==> config.mk <==
export PLATFORM = sky130hd
export DESIGN_NAME = bin2seg_seq
export DESIGN_NICKNAME = d
export VERILOG_FILES = /design/src/rtl/bin2seg_seq.sv
export SDC_FILE = /design/constraint.sdc
export NUM_CORES = 1
export LEC_CHECK = 0
export BUFFER_PORTS_ARGS = -buffer_cell sky130_fd_sc_hd__buf_4
export CAP_MARGIN = 20
export CORE_MARGIN = 2
export CORE_UTILIZATION = 44
export CTS_BUF_LIST = sky130_fd_sc_hd__clkbuf_2 sky130_fd_sc_hd__clkbuf_4 sky130_fd_sc_hd__clkbuf_8
export DETAILED_ROUTE_END_ITERATION = 7
export PLACE_DENSITY = 0.61
export REMOVE_ABC_BUFFERS = 1
export SETUP_SLACK_MARGIN = 0.02
export SYNTH_ARGS = -nofsm -noshare
export SYNTH_HDL_FRONTEND = slang
export SYNTH_SLANG_ARGS = --single-unit
export TNS_END_PERCENT = 1
==> constraint.sdc <==
create_clock -name clk -period 6.1 [get_ports clk]
set_clock_uncertainty 0.1 [all_clocks]
set_input_delay 0.915 -clock clk [delete_from_list [all_inputs] [get_ports clk]]
set_output_delay 0.915 -clock clk [all_outputs]
set_load 0.05 [all_outputs]
==> src/rtl/bin2seg_seq.sv <==
// bin2seg_seq: sequential binary-to-BCD converter (double dabble, one bit per
// clock) that also drives one active-low seven-segment pattern per digit.
// Handshake: start is accepted while ready=1; valid pulses once when
// bcd/seg/overflow have been refreshed.
module bin2seg_seq #(
    parameter int WIDTH  = 12,
    parameter int DIGITS = 4,
    parameter int LZB    = 1
) (
    input  logic                  clk,
    input  logic                  rst,
    input  logic                  start,
    input  logic [WIDTH-1:0]      bin,
    output logic                  ready,
    output logic                  valid,
    output logic [4*DIGITS-1:0]   bcd,
    output logic [7*DIGITS-1:0]   seg,
    output logic                  overflow
);

    localparam int SW    = 4 * DIGITS;
    localparam int CNT_W = $clog2(WIDTH + 1);

    typedef enum logic [1:0] {IDLE, SHIFT, DONE} state_t;

    state_t              r_state;
    state_t              w_next;
    logic [CNT_W-1:0]    r_cnt;
    logic [WIDTH-1:0]    r_bin;
    logic [SW-1:0]       r_scr;
    logic                r_ovf;
    logic                r_ready;
    logic                r_valid;
    logic [SW-1:0]       r_bcd;
    logic [7*DIGITS-1:0] r_seg;
    logic                r_overflow;

    logic [SW-1:0]       w_adj;
    logic [SW-1:0]       w_scr_shift;
    logic [WIDTH-1:0]    w_bin_shift;
    logic                w_carry;
    logic [7*DIGITS-1:0] w_seg;

    // Active-low {g,f,e,d,c,b,a} pattern for one decimal digit.
    function automatic logic [6:0] seg_of(input logic [3:0] d);
        case (d)
            4'd0:    seg_of = 7'h40;
            4'd1:    seg_of = 7'h79;
            4'd2:    seg_of = 7'h24;
            4'd3:    seg_of = 7'h30;
            4'd4:    seg_of = 7'h19;
            4'd5:    seg_of = 7'h12;
            4'd6:    seg_of = 7'h02;
            4'd7:    seg_of = 7'h78;
            4'd8:    seg_of = 7'h00;
            4'd9:    seg_of = 7'h10;
            default: seg_of = 7'h7F;
        endcase
    endfunction

    // Add-3 correction on every digit >= 5, then one left shift of {scratch, bin}.
    always_comb begin
        w_adj = '0;
        for (int i = 0; i < DIGITS; i++) begin
            w_adj[4*i +: 4] = (r_scr[4*i +: 4] >= 4'd5) ? r_scr[4*i +: 4] + 4'd3
                                                         : r_scr[4*i +: 4];
        end
        w_carry     = w_adj[SW-1];
        w_scr_shift = {w_adj[SW-2:0], r_bin[WIDTH-1]};
        w_bin_shift = {r_bin[WIDTH-2:0], 1'b0};
    end

    // Segment patterns from the finished scratch: dashes on overflow,
    // optional leading-zero blanking (digit 0 is never blanked).
    always_comb begin
        logic l_nz;
        w_seg = '1;
        l_nz  = 1'b0;
        for (int i = DIGITS - 1; i >= 0; i--) begin
            l_nz = l_nz | (r_scr[4*i +: 4] != 4'd0);
            if (r_ovf)
                w_seg[7*i +: 7] = 7'h3F;
            else if ((LZB != 0) && !l_nz && (i != 0))
                w_seg[7*i +: 7] = 7'h7F;
            else
                w_seg[7*i +: 7] = seg_of(r_scr[4*i +: 4]);
        end
    end

    // Next-state logic: IDLE -> SHIFT on start, WIDTH shift cycles, one DONE cycle.
    always_comb begin
        w_next = r_state;
        case (r_state)
            IDLE:    if (start) w_next = SHIFT;
            SHIFT:   if (r_cnt == CNT_W'(WIDTH - 1)) w_next = DONE;
            DONE:    w_next = IDLE;
            default: w_next = IDLE;
        endcase
    end

    // State register.
    always_ff @(posedge clk or posedge rst) begin
        if (rst) r_state <= IDLE;
        else     r_state <= w_next;
    end

    // Conversion datapath and registered outputs; outputs only change in DONE.
    always_ff @(posedge clk or posedge rst) begin
        if (rst) begin
            r_cnt      <= '0;
            r_bin      <= '0;
            r_scr      <= '0;
            r_ovf      <= 1'b0;
            r_ready    <= 1'b1;
            r_valid    <= 1'b0;
            r_bcd      <= '0;
            r_seg      <= '1;
            r_overflow <= 1'b0;
        end else begin
            r_valid <= 1'b0;
            case (r_state)
                IDLE: begin
                    if (start) begin
                        r_bin   <= bin;
                        r_scr   <= '0;
                        r_ovf   <= 1'b0;
                        r_cnt   <= '0;
                        r_ready <= 1'b0;
                    end
                end
                SHIFT: begin
                    r_scr <= w_scr_shift;
                    r_bin <= w_bin_shift;
                    r_ovf <= r_ovf | w_carry;
                    r_cnt <= r_cnt + 1'b1;
                end
                DONE: begin
                    r_bcd      <= r_scr;
                    r_seg      <= w_seg;
                    r_overflow <= r_ovf;
                    r_valid    <= 1'b1;
                    r_ready    <= 1'b1;
                end
                default: ;
            endcase
        end
    end

    assign ready    = r_ready;
    assign valid    = r_valid;
    assign bcd      = r_bcd;
    assign seg      = r_seg;
    assign overflow = r_overflow;

endmodule

; After elaboration in Yosys (flattened, before gate mapping)
; Memory sizes are Yosys's and may differ from the RTL's.
; Index checks and enable logic that the tools add are counted.
[word_totals]
in_bits = 15
register_bits = 82
out_inout_bits = 47
romBits = 448
memories = 4
[classes]
n_bitwise = 3
reduce_logical = 9
order_cmp = 4
muxes = 24
eq_ne = 5
n_addsub = 5
[memory_table]
columns = memory, words, width, read_ports, rd_clocked_by_memory_dff, wr, line
row1 = (no name shown), 16, 7, 1, 0, 0, 46  ; case (d)
row2 = (no name shown), 16, 7, 1, 0, 0, 46
row3 = (no name shown), 16, 7, 1, 0, 0, 46
row4 = (no name shown), 16, 7, 1, 0, 0, 46
[ops]
columns = operator, count
row1 = two-way mux 7 bit, 7
row2 = one-hot mux 16 bit (2 select lines), 1
row3 = one-hot mux 12 bit (2 select lines), 1
row4 = two-way mux 4 bit, 5
row5 = "adder 4 x 2 -> 4 bit, second input constant", 4
row6 = "greater-or-equal comparator 4 x 3 -> 1 bit, second input constant", 4
row7 = two-way mux 16 bit, 1
row8 = two-way mux 12 bit, 1
row9 = nonzero test 4 bit, 3
row10 = one-hot mux 4 bit (2 select lines), 1
row11 = AND reduction 2 bit, 3
row12 = "adder 4 x 1 -> 4 bit, second input constant", 1
row13 = "equality test 4 bit, second input constant", 1
row14 = two-way mux 2 bit, 2
row15 = "!= test 2 bit, second input constant", 2
row16 = one-hot mux 1 bit (2 select lines), 2
row17 = one-hot mux 2 bit (2 select lines), 1
row18 = nonzero test 2 bit, 2
row19 = OR 1 bit, 3
row20 = "equality test 2 x 1 -> 1 bit, second input constant", 1
row21 = "equality test 2 bit, second input constant", 1
row22 = zero test 2 bit, 1
row23 = two-way mux 1 bit, 2

; Logic depth before layout (Yosys ltp)
; Gate-level depths: netlist (run 1).
[depth]
depth_word = 5
ltp_mapped = 7
ltp_nobuf = 7

; Worst setup path before layout (run 1)
; No wires, ideal clock.
[synth_timing]
kind = input port to flip-flop
startpoint = in start
endpoint = reg r_scr[11]
path_buffers = 1
setup_time_ns = 0.135
slack_ns = 4.203
t_arrival_ns = 1.662
stages = 5
path_cell_list = nor3b_1 nor2_2 buf_2 nand2_1 o21ai_0
[synth_between]
elab_chain_len = 2
[synth_rtl]
columns = item, line
row1 = from (decl), 12  ; input logic start,
row2 = != test 2 bit (no source line), n/a
row3 = AND reduction 2 bit (no source line), n/a
row4 = to (signal assigned), 132  ; r_scr <= w_scr_shift;
row5 = to (decl), 30  ; logic [SW-1:0] r_scr;
; Every way passes these cells.
; A chain may end at the register's enable or synchronous reset.

; Worst setup path after layout (run 1)
[layout_timing]
startpoint = in start
endpoint = reg r_scr[10]
; Same word-level chain as after synthesis.

==> out/metrics.yaml, run 1 <==
clocking:
  cts.repair.resized: 0
  root_buffer: "clkbuf_8"
  clk_latency_ns: 0.35
  cts_buffers: 9
  post_cts_buffers: 0
  path_clk_slew_ns: 0.08
  clockBufferDepth: 2
  htreeDepth: 3
  cts_tree: "yes"
  hold_buffers: 0
  cts_sinks: 82
placement:
  dp_slack_ns: 3.586
  dpl.hpwl_um: 5851
  port_buffers: 61
  gp_congestion: 0.8002
  dp.cells: 620
final_layout:
  nets: 544
  insertedDiodeCount: 0
  syn_to_final_growth_pct: 17.60
  drive_gt1_share_pct: 23.97
  final_cells: 638
power_and_ir_drop:
  p_sw_w: 0.001347
  p_per_area_nw_per_um2: 580.3
  seq_power_share_pct: 35.9
  switching_share_pct: 46.35
  ir_worst_vdd_uv: 197.9
  p_int_w: 0.001559
  leakage_nw: 2.355
  combPwrFrac_pct: 49.9
  p_clk_share_pct: 14.2
worst_setup_path:
  r2r_setup_slack_ns: 3.98
  critPathArrivalTime_ns: 2.33
  critPathCaptureType: "flop"
  path_max_fanout: 24
  startpoint_type: "input port"
  path_class: "input port to flop"
  required_ns: 6.30
job:
  drv_cap: 0
timing:
  hold_viol: 0
  slew_violations: 0
  min_period_ns: 2.132
  whs_ns: 0.3586
  slew_headroom_pct: 36.22
  rsz0062_at_grt: "false"
  layout_setup_ws_ns: 3.968
  setup_tns_ns: 0
  finalSetupViolCount: 0
  tightest_slew_ns: 0.9557
  period_share_pct: 34.95
  max_freq_mhz: 469.1
floorplanning:
  coreArea_um2: 9328
  dieArea_um2: 10480
  ioPinCount: 62
  die_x_um: 102.4
  rows: 35
  initial_utilization_pct: 45.65
  die_h_um: 102.4
yosys:
  syn-cell-area_um2: 4258
  synth_common_cells: "84 x nand2_1, 53 x dfrtp_1, 47 x o21ai_0, 30 x nor2_1, 29 x dfstp_2"
  netlist_instances: 456
  synth_top_area_share_pct: 31.15
  synth_top_area_cell: "dfrtp_1"
  yosys_most_used_dff: "dfrtp_1"
  async_flop_share_pct: 100.0
  ys_types: 46
  avgSynthCellArea_um2: 9.337
  yosys-top-cells-area: "dfrtp_1 31%, dfstp_2 18%, nand2_1 7.4%, ha_1 7.3%, o21ai_0 5.5%"
  synth-seq-area-share_pct: 49.04
  synth-seq-cells: 82
  yosysMostFrequentCell: "nand2_1"
  synth-edff-count: 0
  synth_warnings: 0
outcome:
  status: "completed"
global_routing:
  grt_pass1_vias: 2996
  grt_usage_pct: 17.67
  grt_pass1_wl_um: 14610
  antenna_found_initial: 0
  globalRouteOverflowTotal: 0
  grt_max_degree: 83
route:
  drt-initial-drc-count: 175
  drt_pass1_iterations: 4
  vias_per_cell: 5.074
  ant_nets: 0
  drcViolationCount: 0
  finalWirelength_um: 8670
  wl_per_cell_um: 13.59
  dr_total_vias: 3237
min_path:
  hp-class: "flop to flop"
metal layers:
metal / global-route usage (%) / routed length (µm)
met1: 24.92 / 4297
met2: 27.28 / 3998
met3: 4.378 / 275
met4: 4.923 / 99
met5: 0 / 0
metrics by stage:
stage               total power (W)  util, %  instance area [µm²]
detailed placement         0.002509    51.09                 4766
global route               0.003153    53.68                 5007
CTS                        0.002929    53.31                 4972
finish                     0.002906    53.68                 5007
global placement           0.002483    51.09                 4766
floorplan                  0.002115        -                 4120
cell type report:
type                    instances  area (µm²)
fillers                       879        4320
clock inverters                 3       40.04
well taps                     129       161.4
clock buffers                  13       166.4
inverters                      23       87.58
flip-flops and latches         82        2088
repair buffers                 66       515.5
multi-input cells             322        1948
sequential cells by signal, summed over array words and instances, names as in the netlist:
signal    count
bcd          16
overflow      1
r_bin        12
r_cnt         4
r_ovf         1
r_scr        16
r_state       2
ready         1
seg          28
valid         1
cells in the final DEF (no fill, tap or decap), types with 2 or more instances in the layout:
master and n:
nand2_1 84, buf_4 65, dfrtp_1 53, o21ai_0 47, nor2_1 30, dfstp_2 29
a21oi_1 26, ha_1 25, inv_1 21, a22oi_1 13, clkbuf_8 11, mux2i_1 9
a31oi_1 9, nand3_1 8, xnor2_1 7, nor3_1 6, nor2b_1 5, nor3b_1 4
nand2b_1 4, nor2_2 3, or3_1 3, o21bai_1 3, a22o_1 3, clkinv_2 3
o21a_1 3, o311ai_0 3, o211ai_1 3, a21o_1 3, xor2_1 2, o31ai_1 2
o22a_1 2, a211o_1 2, clkbuf_4 2
worst max-delay path, stage by stage:
cell	delay, ns
buf_4	0.11
nor3b_1	0.12
buf_4	0.19
nor2_2	0.73
a22o_1	0.26
worst paths after layout:
kind / startpoint / endpoint / cells past startpoint
max: start / r_scr[10]$_DFFE_PP0P_ / 5
min in group asynchronous: rst / bcd[11]$_DFFE_PP0P_ / 3
min reg2reg: seg[27]$_DFFE_PP1P_ / seg[27]$_DFFE_PP1P_ / 2
max in group asynchronous: rst / seg[1]$_DFFE_PP1P_ / 4
max reg2reg: r_state[0]$_DFFE_PP0P_ / seg[1]$_DFFE_PP1P_ / 4
min: seg[27]$_DFFE_PP1P_ / seg[27]$_DFFE_PP1P_ / 2
power by group through the flow:
stage                     combinational (W)  clock [W]  sequential (W)
after floorplan                    0.000767          0         0.00135
after global placement              0.00143          0         0.00105
after detailed placement            0.00146          0         0.00105
after CTS                           0.00146   0.000426         0.00104
after global routing                0.00162   0.000449         0.00109
final                               0.00145   0.000411         0.00104
cells by family after synthesis:
family                     share of synthesized area (%)
AOI/OAI and AO/OA                                  18.19
DFF                                                49.04
muxes                                              2.380
adders and majority gates                          7.346
and+or+nand+nor                                    15.93
buffers and inverters                              5.260
xor gates and xnor gates                           1.851
(Power assumes the default switching activity.)
==> inputs of run 2 (changes only) <==
Clock period 6.1 ns to 2 ns, I/O delays scaled along.
==> out/metrics.yaml, run 2 (same netlist as run 1, synthesis figures left out) <==
timing:
  layout_setup_ws_ns: 0.1558  # -3.812 ns
  slew_violations: 0  # unchanged
  finalSetupViolCount: 0  # unchanged
  min_period_ns: 1.844
  period_share_pct: 92.21
  max_freq_mhz: 542.3
  rsz0062_at_grt: "false"
  hold_viol: 0  # unchanged
  slew_headroom_pct: 62.23  # +26 points
  whs_ns: 0.06414  # -0.2945 ns
  tightest_slew_ns: 0.5653  # -0.3904 ns
final_layout:
  syn_to_final_growth_pct: 22.54
  largest_reg_flops: 28  # unchanged
  n_fill_cell: 863  # -1.8%
  drive_gt1_share_pct: 26.84  # +2.9 points
  insertedDiodeCount: 0  # unchanged
  final_common_cell: "nand2_1"
  mostFrequentLayoutCells: "84 x nand2_1, 83 x buf_4, 53 x dfrtp_1"
  nets: 564  # +3.7%
worst_setup_path:
  rr_worst_depth: 6  # +2
  critPathCaptureType: "flop"
  worst-path-stages: 6  # +1
  rr_startpoint: "r_scr[8]$_DFFE_PP0P_"
  cp-endpoint: "seg[17]$_DFFE_PP1P_"
  startpoint_type: "flop"
  path_max_fanout: 5  # -79%
  worst-path-buf-inv: 1  # -1
  r2r_setup_slack_ns: 0.16  # -3.82 ns
  path_class: "flop to flop"
  cp_top_family: "compound AO/OA/AOI/OAI gates"
  path_cells: "inv_1, ha_1, and4bb_4, a211oi_4, nor2_2, a211o_1"
  crit_path_start: "r_scr[8]$_DFFE_PP0P_"
  max_stage_delay_ns: 0.37  # -0.36 ns
  r2r_end: "seg[17]$_DFFE_PP1P_"
  required_ns: 2.17  # -4.13 ns
  critPathArrivalTime_ns: 2.02  # -0.31 ns
  cp_slowest_cell: "dfrtp_1"
floorplanning:
  initial_utilization_pct: 45.65  # unchanged
  coreArea_um2: 9328  # unchanged
  dieArea_um2: 10480  # unchanged
  rows: 35  # unchanged
  ioPinCount: 62  # unchanged
  die_h_um: 102.4  # unchanged
  die_x_um: 102.4  # unchanged
global_routing:
  grt_usage_pct: 18.85  # +1.2 points
  grt_pass1_wl_um: 15650  # +7.1%
  grt_max_degree: 46  # -45%
  antenna_found_initial: 0  # unchanged
  grt_pass1_vias: 3344  # +12%
  globalRouteOverflowTotal: 0  # unchanged
job:
  drv_cap: 0  # unchanged
route:
  drcViolationCount: 0  # unchanged
  finalWirelength_um: 9079  # +4.7%
  ant_nets: 0  # unchanged
  vias_per_cell: 5.108  # +0.67%
  drt_pass1_iterations: 5  # +1
  wl_per_cell_um: 13.80  # +1.5%
  drt-initial-drc-count: 122  # -30%
  dr_total_vias: 3361  # +3.8%
clocking:
  root_buffer: "clkbuf_8"
  path_clk_slew_ns: 0.08  # about the same
  cts_tree: "yes"
  clockBufferDepth: 2  # unchanged
  post_cts_buffers: 0  # unchanged
  htreeDepth: 3  # unchanged
  cts_sinks: 82  # unchanged
  clk_latency_ns: 0.35  # about the same
  cts_buffers: 9  # unchanged
power_and_ir_drop:
  ir_worst_vdd_uv: 545.9  # +180%
  p_per_area_nw_per_um2: 1797  # +210%
  leakage_nw: 2.471  # +4.9%
outcome:
  status: "completed"
placement:
  dp_slack_ns: 0.1454  # -3.441 ns
  gp_congestion: 0.8253  # +3.1%
  port_buffers: 61  # unchanged
  dpl.hpwl_um: 6502  # +11%
min_path:
  hp-class: "input port to flop"
==> run 2: power breakdown <==
part	switching, W	internal (W)	total (W)
clock	0.000592	0.000894	0.00149
sequential	0.000487	0.00243	0.00292
combinational	0.00312	0.00185	0.00497
==> run 2: worst min-delay path, delay by kind of cell <==
kind	cells	cell delay (ns)
buffers and inverters	1	0.07
and+or+nand+nor	1	0.05
AOI/OAI and AO/OA	1	0.05
==> run 2: final cells by class <==
type / count / area, µm² / area share (%)
Inverter: 23 / 87.58 / 1.679
Sequential cell: 82 / 2088 / 40.02
Clock buffer: 11 / 151.4 / 2.902
Clock inverter: 5 / 100.1 / 1.918
Multi-Input combinational cell: 322 / 1956 / 37.48
Timing Repair Buffer: 86 / 673.1 / 12.90
Tap cell: 129 / 161.4 / 3.094
==> run 2: stage by stage <==
step / std cells / TNS, ns / util [%] / total power [W] / instance area (µm²)
detailed placement: 641 / 0 / 53.05 / 0.007940 / 4949
global placement: 641 / 0 / 53.05 / 0.007827 / 4949
CTS: 658 / 0 / 55.86 / 0.009460 / 5210
finish: 658 / 0 / 55.94 / 0.009375 / 5218
floorplan: 427 / -30.60 / - / 0.006452 / 4120
global route: 658 / 0 / 55.94 / 0.01016 / 5218
==> run 2: timing repair <==
item | CTS | global route
resized for setup | 0 | 2
setup endpoints to repair | 0 | 26
hold endpoints to repair | 18 | 0
hold buffers | 1 | 0
==> run 2: routing by layer <==
metal,wire (µm),track usage (%),up-vias
met5,0,0,-
met4,145,6.769,0
met3,270,2.941,12
met2,4390,31.98,54
met1,4273,24.52,1601
li1,-,-,1694
==> run 2: how the worst min path moves through the flow <==
stage                  from               endpoint  slack [ns]  depth (start not counted)
floorplan           bin[10]  r_bin[10]$_DFFE_PP0P_        0.33                          2
CTS                  bin[9]   r_bin[9]$_DFFE_PP0P_        0.05                          3
finish               bin[4]   r_bin[4]$_DFFE_PP0P_        0.06                          3
detailed placement      rst   r_bin[9]$_DFFE_PP0P_        0.20                          2
global placement        rst   r_bin[8]$_DFFE_PP0P_        0.20                          2
global route         bin[6]   r_bin[6]$_DFFE_PP0P_        0.07                          3
